$ cat src/rtl/sprite_palette_engine.sv
// Multi-bank sprite palette lookup with greyscale init,
// transparency keying, 2-stage read pipe and hit-flash.
module sprite_palette_engine #(
  parameter int INDEX_W      = 4,
  parameter int CH_W         = 4,
  parameter int NUM_PAL      = 4,
  parameter int TRANSP_IDX   = 1,
  parameter int FLASH_FRAMES = 8
) (
  input  logic                       clk,
  input  logic                       reset,
  input  logic                       frame_start,
  input  logic                       pix_valid,
  input  logic [$clog2(NUM_PAL)-1:0] pal_sel,
  input  logic [INDEX_W-1:0]         index,
  input  logic                       wr_en,
  input  logic [$clog2(NUM_PAL)-1:0] wr_pal,
  input  logic [INDEX_W-1:0]         wr_idx,
  input  logic [3*CH_W-1:0]          wr_rgb,
  input  logic                       flash_trig,
  output logic [CH_W-1:0]            red,
  output logic [CH_W-1:0]            green,
  output logic [CH_W-1:0]            blue,
  output logic                       transparent,
  output logic                       out_valid,
  output logic                       busy,
  output logic                       flash_active
);

  localparam int PAL_W = $clog2(NUM_PAL);
  localparam int AW    = PAL_W + INDEX_W;
  localparam int DEPTH = 1 << AW;
  localparam int RGB_W = 3 * CH_W;

  typedef enum logic {
    INIT,
    RUN
  } state_t;

  state_t            state;
  logic [AW-1:0]     init_addr;
  logic [RGB_W-1:0]  mem [DEPTH];

  logic              run;
  logic              mem_we;
  logic [AW-1:0]     mem_waddr;
  logic [RGB_W-1:0]  mem_wdata;
  logic [CH_W-1:0]   grey;

  logic              s1_valid;
  logic              s1_transp;
  logic [RGB_W-1:0]  s1_rgb;
  logic [7:0]        flash_cnt;

  assign run = (state == RUN);

  // Select the RAM write source: initialiser ramp or host write
  always_comb begin
    grey      = CH_W'(init_addr[INDEX_W-1:0]);
    mem_we    = 1'b0;
    mem_waddr = init_addr;
    mem_wdata = {grey, grey, grey};
    if (!reset) begin
      if (!run) begin
        mem_we = 1'b1;
      end else if (wr_en) begin
        mem_we    = 1'b1;
        mem_waddr = {wr_pal, wr_idx};
        mem_wdata = wr_rgb;
      end
    end
  end

  // Palette RAM write port
  always_ff @(posedge clk) begin
    if (mem_we)
      mem[mem_waddr] <= mem_wdata;
  end

  // Init/run control: walk every entry once, then release busy
  always_ff @(posedge clk) begin
    if (reset) begin
      state     <= INIT;
      init_addr <= '0;
      busy      <= 1'b1;
    end else begin
      case (state)
        INIT: begin
          init_addr <= init_addr + 1'b1;
          if (&init_addr) begin
            state <= RUN;
            busy  <= 1'b0;
          end
        end
        RUN: begin
          state <= RUN;
        end
        default: begin
          state <= INIT;
        end
      endcase
    end
  end

  // Stage 1: RAM read and transparency compare
  always_ff @(posedge clk) begin
    if (reset) begin
      s1_valid  <= 1'b0;
      s1_transp <= 1'b0;
      s1_rgb    <= '0;
    end else begin
      s1_valid <= run & pix_valid;
      if (run & pix_valid) begin
        s1_rgb    <= mem[{pal_sel, index}];
        s1_transp <= (index == INDEX_W'(TRANSP_IDX));
      end
    end
  end

  // Flash frame counter; a trigger beats a same-cycle frame tick
  always_ff @(posedge clk) begin
    if (reset) begin
      flash_cnt    <= '0;
      flash_active <= 1'b0;
    end else if (run) begin
      if (flash_trig) begin
        flash_cnt    <= 8'(FLASH_FRAMES);
        flash_active <= 1'b1;
      end else if (flash_active && frame_start) begin
        flash_cnt <= flash_cnt - 8'd1;
        if (flash_cnt == 8'd1)
          flash_active <= 1'b0;
      end
    end
  end

  // Stage 2: apply flash to opaque pixels and register outputs
  always_ff @(posedge clk) begin
    if (reset) begin
      out_valid   <= 1'b0;
      transparent <= 1'b0;
      red         <= '0;
      green       <= '0;
      blue        <= '0;
    end else begin
      out_valid <= s1_valid;
      if (s1_valid) begin
        transparent <= s1_transp;
        if (flash_active && !s1_transp) begin
          red   <= '1;
          green <= '1;
          blue  <= '1;
        end else begin
          red   <= s1_rgb[3*CH_W-1:2*CH_W];
          green <= s1_rgb[2*CH_W-1:CH_W];
          blue  <= s1_rgb[CH_W-1:0];
        end
      end
    end
  end

endmodule

$ cat config.mk
export PLATFORM = sky130hd
export DESIGN_NAME = sprite_palette_engine
export DESIGN_NICKNAME = d
export VERILOG_FILES = /design/src/rtl/sprite_palette_engine.sv
export SDC_FILE = /design/constraint.sdc
export NUM_CORES = 1
export LEC_CHECK = 0
export BUFFER_PORTS_ARGS = -buffer_cell sky130_fd_sc_hd__buf_4
export CAP_MARGIN = 30
export CORE_ASPECT_RATIO = 1.25
export CORE_MARGIN = 2
export CORE_UTILIZATION = 35
export DETAILED_ROUTE_END_ITERATION = 6
export PLACE_DENSITY_LB_ADDON = 0.15
export SETUP_SLACK_MARGIN = 0.4
export SLEW_MARGIN = 10
export SYNTH_ARGS = -nofsm -noshare
export SYNTH_HDL_FRONTEND = slang
export SYNTH_SLANG_ARGS = --single-unit
$ cat constraint.sdc
create_clock -name clk -period 6.71 [get_ports clk]
set_input_delay 0.671 -clock clk [delete_from_list [all_inputs] [get_ports clk]]
set_output_delay 0.671 -clock clk [all_outputs]
set_load 0.005 [all_outputs]
==> results.yml <==
place:
  dp_hpwl_um: 52000
  place.gp.congestion: 0.829
  portBuffers: 45
  place_area_um2: 34100
  dp_cells: 2935
yosys:
  synthesis.nets: 1741
  synth_edf_count: 768
  synth-async-reset-ratio: 0
  synthDominantCellAreaShare: 0.721
  yosys_register_bits: 813
  yosysTopAreaCell: "edfxtp_1"
  syn_area_per_cell_um2: 18.7
  postSynthCellCount: 1708
  yosysWarnings: 0
  synth_area_um2: 32000
  ys_seq_area_frac: 0.749
  yosysUniqueCellTypes: 57
  synth_top_cells_by_area: "edfxtp_1 72%, mux4_2 9.2%, mux2i_1 4.7%, dfxtp_1 2.8%, nor2_1 1.6%"
  ys.flop_type: "edfxtp_1"
run:
  cap_violations: 0
global_route:
  met1_usage: 0.235
  gr-total-overflow: 0
  antenna_found_initial: 2
  grt_util_met3: 0.0232
  grt_first_pass_wirelength_um: 120000
  grt.total_usage: 0.179
  grt_max_degree: 68
  grt_busiest_layer: "met2"
  grt_pass1_vias: 16600
  gr-usage-met2: 0.305
finish:
  final-instance-count-excl-fill: 3095
  fin_nets: 1864
  final_common_cell: "edfxtp_1"
  final_util: 0.404
  fillers: 8066
  diodes: 0
  final_area_um2: 36800
  drive_gt1_frac: 0.227
  final_cell_mix: "768 x edfxtp_1, 149 x mux2i_1, 130 x mux4_2"
  syn_to_final_growth_pct: 15.1
power:
  ir_worst_vdd_v: 0.000179
  p_per_area_nw_per_um2: 292
  p_leak_nw: 12.2
floorplan:
  start_util: 0.351
  die_h_um: 342
  die_area_um2: 93800
  ioPinCount: 46
  die-width_um: 274
  fp.coreArea_um2: 91100
  rows: 124
critical_path:
  path_class: "flip-flop to flip-flop"
  rr_endpoint: "mem[54][4]"
  cp.required_ns: 7.07
  r2r-start: "run"
  path_max_fanout: 20
  r2r_slack_ns: 3.04
  endpoint: "mem[54][4]"
  ff2ff_path_depth: 5
  arrival_ns: 4.02
  end_kind: "flip-flop"
  worstSetupStartpoint: "run"
  start_kind: "flip-flop"
clock_tree:
  root_buffer: "clkbuf_16"
  cts_tree: "done"
  cts_resized: 0
  insertion_delay_ns: 0.66
  clock_tree.buffer_depth: 3
  cts_made_buffers: 80
  cts.sinks: 813
  htreeDepth: 3
  cts-hold-fix-buffers: 0
  clk_pin_slew_worst_paths_ns: 0.06
  post_cts_buffers: 0
detailed_routing:
  drcViolationCount: 0
  via_count: 16200
  drt_iter0_drc: 1384
  avgRoutedWirePerCell_um: 27.0
  vias_per_cell: 5.23
  dr.pass1.iters: 5
  antenna_left: 0
  finalWirelength_um: 83700
sta:
  fin_setup_tns_ns: 0
  setup_violations: 0
  fin_crit_sh: 0.547
  skew_ns: 0.0239
  slew_headroom: 0.362
  hold_viol: 0
  report.final.slew_viol_count: 0
  rsz0062_at_grt: "no"
  max_slew.worst_pin.slew_ns: 0.958
  period_needed_ns: 3.67
  fmax_mhz: 273
hold_path:
  min_path_type: "input port to flip-flop"
  min_from: "pix_valid"
run_status:
  status: "completed"
==> power breakdown <==
| part | internal [mW] | total [mW] | switching (mW) |
|---|---|---|---|
| Combinational | 0.172 | 0.537 | 0.365 |
| Clock | 2.71 | 4.61 | 1.90 |
| Sequential | 5.59 | 5.59 | 0.00599 |
| Total | 8.46 | 10.7 | 2.28 |
==> routing by layer <==
layer  vias to the layer above  share of wire
met5                         -              0
met3                       117          0.044
met4                         0          0.032
li1                       7102              -
met1                      8537           0.43
met2                       420           0.50
==> cells in the mapped netlist (4+ instances only) <==
cell type / n
edfxtp_1: 768
mux2i_1: 149
nor2_1: 134
mux4_2: 130
nand2_1: 86
dfxtp_1: 45
mux2_2: 31
buf_2: 30
a21oi_1: 27
clkbuf_1: 25
a22oi_1: 19
buf_4: 16
nor3_1: 16
nand2b_1: 15
a221oi_1: 13
nor2b_1: 13
o21ai_0: 13
a211oi_1: 12
o21ai_1: 12
o22ai_1: 12
nand3_1: 11
o211ai_1: 11
a22o_1: 10
o2111ai_1: 10
a31o_1: 9
buf_1: 9
buf_6: 7
nand3b_1: 7
and2_1: 6
inv_1: 6
o31ai_1: 6
xor2_1: 6
xnor2_1: 5
a21o_1: 4
==> through the flow <==
stage	hold WS, ns	power (mW)	setup slack (ns)
finish	0.335	10.7	3.04
CTS	0.294	10.9	2.89
detailed placement	0.463	6.25	2.73
global placement	0.454	6.24	2.65
global route	0.344	11.0	2.71
floorplan	0.440	6.02	3.88
==> critical path, cell delays in order, from the launching register on <==
cell and delay, ns:
dfxtp_1 0.75, nand3b_1 0.62, o21ai_1 0.38, nand2_1 0.57, nor2_1 0.75, buf_4 0.28
==> cell type report <==
type	count	area [um^2]	share of cell area
multi-input cells	801	7580	0.206
flip-flops and latches	813	24000	0.651
inverters	7	26.3	0.000714
clock inverters	40	420	0.0114
repair buffers	128	1070	0.0292
clock buffers	109	2260	0.0613
well taps	1197	1500	0.0407
==> registers in the layout (all words and copies together), names as in the netlist <==
signal and cells:
red 4, green 4, run 1, busy 1, out_valid 1, s1_rgb 12, blue 4, flash_active 1
flash_cnt 8, s1_valid 1, mem 768, init_addr 6, s1_transp 1, transparent 1
==> how the worst min path moves through the flow <==
stage | to | slack (ns) | cells after the start
after detailed placement | s1_rgb[8] | 0.46 | 2
final | s1_transp | 0.34 | 4
after global placement | s1_transp | 0.45 | 2
after floorplan | s1_rgb[11] | 0.44 | 2
after global routing | flash_active | 0.34 | 3
after CTS | s1_transp | 0.29 | 4
==> kinds of logic (layout without fill, tap and decap cells) <==
family / Yosys count / in the layout / share of synthesized area
compound gates: 167 / 167 / 0.0367
xor+xnor: 11 / 11 / 0.00301
fa+ha+maj: 3 / 3 / 0.00117
buf+inv: 94 / 284 / 0.0157
flops: 813 / 813 / 0.749
mux: 315 / 315 / 0.152
simple gates: 305 / 305 / 0.0425
(Power assumes the default switching activity.)
